$ cat src/rtl/frame_stream_ctrl.sv
// Frame initiator for imageprocessor: streams a source frame in (dlay=1),
// then captures the processed readout into a destination frame RAM (dlay=0).
module frame_stream_ctrl #(
  parameter int WIDTH  = 800,
  parameter int HEIGHT = 600,
  parameter int DW     = 8,
  parameter int AW     = 19
) (
  input  logic          clk,
  input  logic          rst_n,
  input  logic          start,
  output logic          busy,
  output logic          done,
  output logic          src_rd,
  output logic [AW-1:0] src_addr,
  input  logic [DW-1:0] src_data,
  output logic          dlay,
  output logic [DW-1:0] din,
  output logic          din_vld,
  input  logic [DW-1:0] dou,
  output logic          dst_we,
  output logic [AW-1:0] dst_addr,
  output logic [DW-1:0] dst_data
);

  localparam int CW = (WIDTH  > 1) ? $clog2(WIDTH)  : 1;
  localparam int RW = (HEIGHT > 1) ? $clog2(HEIGHT) : 1;

  typedef enum logic [2:0] {IDLE, LOAD, FLUSH, READOUT, WRITE_LAST} state_t;

  state_t        state, state_nxt;
  logic [CW-1:0] col;
  logic [RW-1:0] row;
  logic [AW-1:0] src_addr_q;
  logic [AW-1:0] pix;
  logic          rd_q;
  logic          last;
  logic          accept;

  assign last     = (col == CW'(WIDTH - 1)) && (row == RW'(HEIGHT - 1));
  assign accept   = (state == IDLE) && start;
  assign busy     = (state != IDLE);
  assign src_rd   = (state == LOAD);
  assign src_addr = src_addr_q;

  always_ff @(posedge clk or negedge rst_n) begin
    if (!rst_n) state <= IDLE;
    else        state <= state_nxt;
  end

  always_comb begin
    state_nxt = state;
    unique case (state)
      IDLE:       if (start) state_nxt = LOAD;
      LOAD:       if (last)  state_nxt = FLUSH;
      FLUSH:      state_nxt = READOUT;
      READOUT:    if (last)  state_nxt = WRITE_LAST;
      WRITE_LAST: state_nxt = IDLE;
      default:    state_nxt = IDLE;
    endcase
  end

  // Raster counters shared by both phases; address counters avoid a row*WIDTH multiply.
  always_ff @(posedge clk or negedge rst_n) begin
    if (!rst_n) begin
      col        <= '0;
      row        <= '0;
      src_addr_q <= '0;
      pix        <= '0;
    end else begin
      if (accept || state == FLUSH) begin
        col <= '0;
        row <= '0;
      end else if (state == LOAD || state == READOUT) begin
        if (last) begin
          col <= '0;
          row <= '0;
        end else if (col == CW'(WIDTH - 1)) begin
          col <= '0;
          row <= row + 1'b1;
        end else begin
          col <= col + 1'b1;
        end
      end
      if (accept)                      src_addr_q <= '0;
      else if (state == LOAD && !last) src_addr_q <= src_addr_q + 1'b1;
      if (state == FLUSH)                 pix <= '0;
      else if (state == READOUT && !last) pix <= pix + 1'b1;
    end
  end

  // dlay is registered off the state so it drops one cycle into READOUT,
  // right after the last din beat drains out of the read pipeline.
  always_ff @(posedge clk or negedge rst_n) begin
    if (!rst_n) begin
      rd_q     <= 1'b0;
      din_vld  <= 1'b0;
      din      <= '0;
      dlay     <= 1'b1;
      dst_we   <= 1'b0;
      dst_addr <= '0;
      dst_data <= '0;
      done     <= 1'b0;
    end else begin
      rd_q    <= src_rd;
      din_vld <= rd_q;
      if (rd_q) din <= src_data;
      dlay    <= (state != READOUT);
      dst_we  <= (state == READOUT);
      if (state == READOUT) begin
        dst_addr <= pix;
        dst_data <= dou;
      end
      done    <= (state == WRITE_LAST);
    end
  end

endmodule
$ cat config.mk
export PLATFORM = sky130hd
export DESIGN_NAME = frame_stream_ctrl
export DESIGN_NICKNAME = d
export VERILOG_FILES = /design/src/rtl/frame_stream_ctrl.sv
export SDC_FILE = /design/constraint.sdc
export NUM_CORES = 1
export LEC_CHECK = 0
export CORE_ASPECT_RATIO = 0.75
export CORE_MARGIN = 3
export CORE_UTILIZATION = 32
export CTS_CLUSTER_DIAMETER = 120
export DETAILED_ROUTE_END_ITERATION = 7
export PLACE_DENSITY_LB_ADDON = 0.1
export SLEW_MARGIN = 20
export SYNTH_ARGS = -nofsm -noshare
export SYNTH_HDL_FRONTEND = slang
export SYNTH_SLANG_ARGS = --single-unit
$ cat constraint.sdc
create_clock -name clk -period 2.6 [get_ports clk]
set_input_delay 0.26 -clock clk [delete_from_list [all_inputs] [get_ports clk]]
set_output_delay 0.26 -clock clk [all_outputs]
set_load 0.02 [all_outputs]
-- Yosys cells after proc, flatten, opt, wreduce, memory -nomap -nowiden
Index checks and enable logic that the tools add are counted.
- flip-flop bits (word level): 101
- bits in latches: 0
- RAM bits: 0
- memory bits (read-only): 0
- input bits: 19
- output and inout port bits: 60
- word-level logic and storage cells: 58
- memories kept: 0
- add/sub/neg operators: 4
- $mul: 0
- divide/modulo/power cells: 0
- magnitude comparators: 0
- equality and inequality tests: 10
- shift operators: 0
- mux-type cells: 16
- bitwise logic cells: 0
- reductions and logical operators: 15
- operators by type and width (cell ; number):
    10-bit 2-to-1 mux ; 8
    19-bit 2-to-1 mux ; 4
    19-bit by 1-bit adder with 19-bit output (second input constant) ; 2
    10-bit by 1-bit adder with 10-bit output (second input constant) ; 2
    10-bit equality test (second input constant) ; 2
    3-bit one-hot mux with 4 select lines ; 1
    3-bit 2-to-1 mux ; 3
    3-bit by 2-bit equality test with 1-bit output (second input constant) ; 2
    2-bit nonzero test ; 3
    3-bit nonzero test ; 2
    1-bit logical AND ; 4
    2-bit inequality test (second input constant) ; 2
    3-bit by 1-bit equality test with 1-bit output (second input constant) ; 1
    3-bit equality test (second input constant) ; 1
    3-bit logical NOT ; 1
    3-bit by 2-bit inequality test with 1-bit output (second input constant) ; 1
    3-bit AND reduction ; 1
    1-bit logical OR ; 2
    2-bit by 1-bit inequality test with 1-bit output (second input constant) ; 1
    2-bit AND reduction ; 1
    1-bit logical NOT ; 1

-- Depth between registers and ports, before layout
Gate-level depths: netlist of run 1.
- depth in word-level cells: 6
- gate-level depth with buffers: 9
- gate-level depth less buffers: 7

-- Least setup slack after synthesis of run 1
No wires, ideal clock.
- kind: reg-to-reg
- start: register src_addr_q[3] (netlist: src_addr[3])
- end: register src_addr_q[17] (netlist: src_addr[17])
- data arrival time: 1.794 ns
- data required time: 2.523 ns
- setup slack: 0.728 ns
- cell stages (with the launch flop): 6
- buffers on the path: 0
- cells stage by stage: dfrtp_1 > nand4_2 > or2_4 > or3_4 > or3_1 > a21oi_1
- longest elaborated chain between the ends: 3
- ends and longest elaborated chain (element ; RTL line ; text):
    from (decl) ; 34 ; logic [AW-1:0] src_addr_q;
    from (signal assigned) ; 86 ; else if (state == LOAD && !last) src_addr_q <= src_addr_q + 1'b1;
    19-bit by 1-bit adder with 19-bit output ; 86 ;
    19-bit 2-to-1 mux ; 86 ;
    19-bit 2-to-1 mux ; 85 ; if (accept) src_addr_q <= '0;
No other way between the ends. The select of a mux whose other input is x is not followed.
A chain may end at the register's enable or synchronous reset.

-- Final worst setup path of run 1
- start: register state[1]
- end: output port src_rd
- longest elaborated chain between the ends: 1
- ends and longest elaborated chain (element ; RTL line ; text):
    from (decl) ; 31 ; state_t state, state_nxt;
    from (signal assigned) ; 48 ; else state <= state_nxt;
    3-bit by 1-bit equality test with 1-bit output ; 43 ; assign src_rd = (state == LOAD);
    to (decl) ; 14 ; output logic src_rd,
No other way between the ends.

==> results_dict.tcl, run 1 <==
set metrics [dict create \
    status "complete, no violations" \
    gr-usage-all-layers 0.143 \
    synthFlopType "dfrtp_1" \
    dieHeight_um 112 \
    finalSetupViolations 0 \
    grt-ovfl-total 0 \
    antenna_cells 0 \
    cts_root_buf "clkbuf_16" \
    worst_setup_path_end_kind "output port" \
    cts_num_sinks 101 \
    synth_cell_types 55 \
    grt_pass1_vias 3778 \
    wl_per_cell_um 14.5 \
    fillers 1419 \
    rrSetupSlack_ps 370 \
    clkTransAtPathRegs_ps 70 \
    vias 3723 \
    ant_nets 0 \
    cts_max_level 3 \
    cpMaxStageDelayCell "clkdlybuf4s50_1" \
    r2r_cells 5 \
    die_area_um2 16500 \
    worst_pin_slew_ps 667 \
    fmax_ghz 0.435 \
    synthArstFlopShare 1.00 \
    via_per_inst 4.83 \
    core_um2 14500 \
    worstHoldPathType "input port to register" \
    numPortBuffers 78 \
    firstDrtPassIters 4 \
    dp_hpwl_mm 7.84 \
    path_delay_family "buffers and inverters" \
    num_rows 38 \
    whs_endpoint "dst_data[3]" \
    synth_edf_count 0 \
    io_pins 79 \
    peakVddDrop_v 0.000315 \
    syn-num-nets 513 \
    power.density_nw_per_um2 523 \
    start_util 0.329 \
    yosys_warnings 0 \
    area_growth_pct 26.8 \
    drv_slew 0 \
    postSynthAreaPerCell_um2 9.76 \
    rr_startpoint "row[5]" \
    wl_mm 11.2 \
    ys_seq_area_frac 0.529 \
    fin_util 0.417 \
    drtIter0Drc 116 \
    clk_latency_ps 350 \
    multi_input_area_um2 2110 \
    cts_buffers 9 \
    finClkSkew_ps 9.87 \
    drc 0 \
    grt_pass1_wl_mm 19.3 \
    period_share 0.885 \
    tns_ps 0 \
    worstPathRequired_ps 2340 \
    syn_area_um2 4780 \
    hold_viol 0 \
    rsz0062_at_grt "false" \
    layout.nets 589 \
    clk_path_buf_depth 2 \
    die_w_um 147 \
    netlist_instances 490 \
    hold_ws_ps 436 \
    timing.rr.end "row[6]" \
    seqCellArea_um2 2530 \
    critical_path_peak_fanout 10 \
    post_cts_buffers 0 \
    grt_start_max_net_pins 61 \
    mostFrequentLayoutCells "nand2_1, dfrtp_1, clkdlybuf4s50_1" \
    worst-path-buf-inv 1 \
    stdcell_count 771 \
    layout-drive-gt1-share 0.0928 \
    path_class "register to output port" \
    crit_chain "nor3b_4 > clkdlybuf4s50_1" \
    dp.cells 754 \
    cts_tree "done" \
    p_leak_nw 2.56 \
    min_period_ps 2300 \
    antenna_found_initial 0 \
    maxCapViolCount 0 \
    slew_headroom 0.551 \
    layout_commonest_cell "nand2_1" \
    holdPathStages 3 \
    start_kind "register" \
    min-delay-start "dou[3]" \
    routabilityCongestion 0.737 \
    ys_ff_latch 101 \
    cpPeakStageDelay_ps 710 \
    crit_arrival_ps 2040 \
]
[kinds of logic after synthesis]
kind of cell               synth area share
AOI/OAI and AO/OA                     0.113
buffers and inverters                0.0319
adders and majority gates            0.0105
DFF                                   0.529
xor gates and xnor gates             0.0458
and+or+nand+nor                       0.241
muxes                                0.0293
[registers in the layout (all words and copies together), names as in the netlist]
| register | flops |
|---|---|
| dst_addr | 19 |
| pix | 19 |
| src_addr | 19 |
| col | 10 |
| row | 10 |
| din | 8 |
| dst_data | 8 |
| state | 3 |
| din_vld | 1 |
| dlay | 1 |
| done | 1 |
| dst_we | 1 |
| rd_q | 1 |
[synthesized netlist by cell type, types with 2 or more instances]
cell	instances	area, um2
nand2_1	106	398
dfrtp_1	100	2500
nor2_1	37	139
nand3_1	25	125
a21oi_1	22	110
o21ai_0	21	105
xnor2_1	13	114
xor2_1	12	105
inv_1	11	41.3
clkbuf_1	10	37.5
nand4_1	9	56.3
o31ai_1	9	67.6
or3_1	9	56.3
mux2_2	8	90.1
and2_1	7	43.8
nor3_1	7	35.0
o211ai_1	7	52.6
and3_1	6	37.5
or4_1	6	45.0
buf_2	5	25.0
mux2i_1	5	50.1
o2111ai_1	5	43.8
and4_1	4	35.0
ha_1	4	50.1
a2111oi_2	3	45.0
a211oi_1	3	22.5
buf_1	2	7.51
buf_4	2	15.0
buf_6	2	22.5
nand4_2	2	25.0
nor3b_1	2	15.0
o21ai_1	2	10.0
or3_4	2	22.5
[cell type report]
| cell class | count | area share |
|---|---|---|
| tap | 200 | 0.0412 |
| clock buffer | 9 | 0.0371 |
| multi-input combinational | 356 | 0.347 |
| inverter | 12 | 0.00742 |
| sequential | 101 | 0.417 |
| clock inverter | 7 | 0.00949 |
| timing repair buffer | 86 | 0.141 |
[per-layer routing]
layer  track usage  wire length (um)
met5             0                 0
met4        0.0422                94
met3        0.0411               536
met2         0.219              4930
met1         0.200              5620
[power by group]
| part | switching [mW] | internal [mW] | total, mW |
|---|---|---|---|
| logic | 0.0843 | 0.0931 | 0.177 |
| clock network | 0.638 | 0.663 | 1.30 |
| registers | 0.0684 | 1.63 | 1.69 |
| total | 0.790 | 2.38 | 3.17 |
[through the flow]
stage,power [mW],instance area (um2),worst slack [ps]
floorplan,1.80,4780,728
global placement,1.90,5770,309
detailed placement,1.90,5770,251
CTS,3.23,6060,235
global route,3.33,6070,155
finish,3.17,6070,300
[worst reg2reg max path, delay by kind of cell (launching register included)]
family | cells | cell delay, ps
AOI/OAI and AO/OA | 1 | 230
DFF | 1 | 400
and+or+nand+nor | 4 | 1460
[repair_timing]
| action | in CTS | in global routing |
|---|---|---|
| resized for setup | 0 | 1 |
| endpoints found under the setup margin | 0 | 1 |
| endpoints found under the hold margin | 41 | 0 |
| hold buffers | 1 | 0 |
[worst max-delay path by stage]
| stage | start | endpoint | slack, ps | cells after the start |
|---|---|---|---|---|
| 5_1_grt | row[5] | row[4] | 160 | 5 |
| 4_1_cts | col[0] | pix[3] | 230 | 6 |
| 6_report | state[1] | src_rd | 300 | 2 |
| 3_5_place_dp | col[0] | pix[3] | 250 | 6 |
| 3_3_place_gp | col[0] | pix[1] | 310 | 6 |
| 2_1_floorplan | src_addr[3] | src_addr[17] | 730 | 5 |
Note: power is estimated with default switching activity, not from simulation.
==> run 2, diff against run 1 <==
- CTS_CLUSTER_DIAMETER: 120 -> 60
==> results of run 2 <==
Same layout as run 1: the final DEF is identical, and so are final timing and power.
==> run 3, diff against run 2 <==
- CTS_BUF_LIST: not set -> sky130_fd_sc_hd__clkbuf_4
- SETUP_SLACK_MARGIN: not set -> 0.02
==> run 3 against run 2 <==
Effect of this change: sequential cell count did not move; critical path depth rose by 1; non-clock buffer count rose by 3; setup slack got worse by 23 ps; clock power fell by 39%; clock skew rose by 17 ps; cell count rose by 0.39%; count of clock-buffer cells in the layout did not move; die area did not move; via count rose by 0.40%; total power fell by 16%; routed wire length rose by 0.67%; critical endpoint unchanged.
==> results_dict.tcl, run 3 (same netlist as run 1, synthesis figures left out) <==
set metrics [dict create \
    antenna_found_initial 0 \
    critical_path_peak_fanout 10 \
    via_per_inst 4.83 \
    place_area_um2 5770 \
    min_period_ps 2320 \
    power.density_nw_per_um2 449 \
    path_class "register to output port" \
    dieHeight_um 112 \
    final_cell_area_um2 5930 \
    crit_arrival_ps 2060 \
    gr-usage-all-layers 0.143 \
    worstHoldPathType "input port to register" \
    firstDrtPassIters 6 \
    numPortBuffers 78 \
    cts_max_level 3 \
    cts_tree "done" \
    antenna_cells 0 \
    die_w_um 147 \
    start_kind "register" \
    drtIter0Drc 128 \
    wl_per_cell_um 14.5 \
    core_um2 14500 \
    area_growth_pct 24.0 \
    worst_setup_path_end_kind "output port" \
    num_rows 38 \
    cts_buffers 9 \
    io_pins 79 \
    peakVddDrop_v 0.000213 \
    p_total_mw 2.66 \
    fmax_ghz 0.430 \
    finalSetupViolations 0 \
    cts_root_buf "clkbuf_4" \
    ant_nets 0 \
    grt_pass1_wl_mm 19.2 \
    maxCapViolCount 0 \
    die_area_um2 16500 \
    hold_viol 0 \
    drv_slew 0 \
    layout.nets 592 \
    start_util 0.329 \
    layout-drive-gt1-share 0.0976 \
    worstPathRequired_ps 2340 \
    cts_num_sinks 101 \
    clkTransAtPathRegs_ps 170 \
    finClkSkew_ps 26.4 \
    status "complete, no violations" \
    worst_pin_slew_ps 669 \
    wl_mm 11.3 \
    clk_path_buf_depth 2 \
    dp_hpwl_mm 7.84 \
    slew_headroom 0.550 \
    grt_start_max_net_pins 61 \
    p_leak_nw 2.50 \
    mostFrequentLayoutCells "nand2_1, dfrtp_1, clkdlybuf4s50_1" \
    routabilityCongestion 0.737 \
    tns_ps 0 \
    period_share 0.894 \
    layout_commonest_cell "nand2_1" \
    clk_latency_ps 480 \
    vias 3738 \
    rsz0062_at_grt "false" \
    grt_pass1_vias 3760 \
    drc 0 \
    grt-ovfl-total 0 \
]
[run 3: changes by cell type in the layout (fill, tap and decap cells not counted)]
cell | previous run | this run
clkbuf_16 | 9 | 0
clkbuf_4 | 0 | 9
buf_4 | 7 | 10
[run 3: layout make-up]
cell class                      count  area, um2
Timing Repair Buffer               89        876
Clock inverter                      7       57.6
Sequential cell                   101       2530
Clock buffer                        9       67.6
Fill cell                        1438       8620
Multi-Input combinational cell    356       2110
Inverter                           12       45.0
Tap cell                          200        250
[run 3: metrics by stage]
stage          instances  setup WS (ps)  hold WS [ps]  utilization
2_1_floorplan        490            728         -35.6            -
3_3_place_gp         754            309           298        0.397
3_5_place_dp         754            251           306        0.397
4_1_cts              771           86.0           254        0.406
5_1_grt              774            121           254        0.408
6_report             774            277           290        0.408
[run 3: final timing paths]
check	startpoint	end	slack (ps)	cells past startpoint
max	state[1]	src_rd	280	3
min	dou[3]	dst_data[3]	290	3
max reg2reg	row[5]	row[6]	390	5
min reg2reg	dst_addr[15]	dst_addr[15]	490	2
max in group asynchronous	rst_n	dlay	1550	3
min in group asynchronous	rst_n	src_addr[8]	310	2
[run 3: repair_timing]
| action | in CTS | in global routing |
|---|---|---|
| gates resized for setup | 0 | 1 |
| hold buffers | 1 | 0 |
| hold endpoints to repair | 41 | 0 |
| setup buffers | 0 | 3 |
| setup endpoints to repair | 0 | 5 |
[run 3: layer usage]
metal / share of wire / vias up / global-route usage
li1: - / 1871 / -
met1: 0.51 / 1795 / 0.200
met2: 0.44 / 65 / 0.219
met3: 0.048 / 7 / 0.0460
met4: 0.0078 / 0 / 0.0298
met5: 0 / - / 0
[run 3: worst max-delay path: stages (launching register included)]
cell	delay (ps)
dfrtp_1	560
nor3b_4	210
buf_4	180
clkdlybuf4s50_1	630
[run 3: where the power goes]
part	internal, mW	leakage (nW)	total [mW]	switching (mW)
registers	1.63	1.27	1.70	0.0687
clock network	0.210	0.0648	0.790	0.580
logic	0.0931	1.16	0.178	0.0850
total	1.93	2.50	2.66	0.734
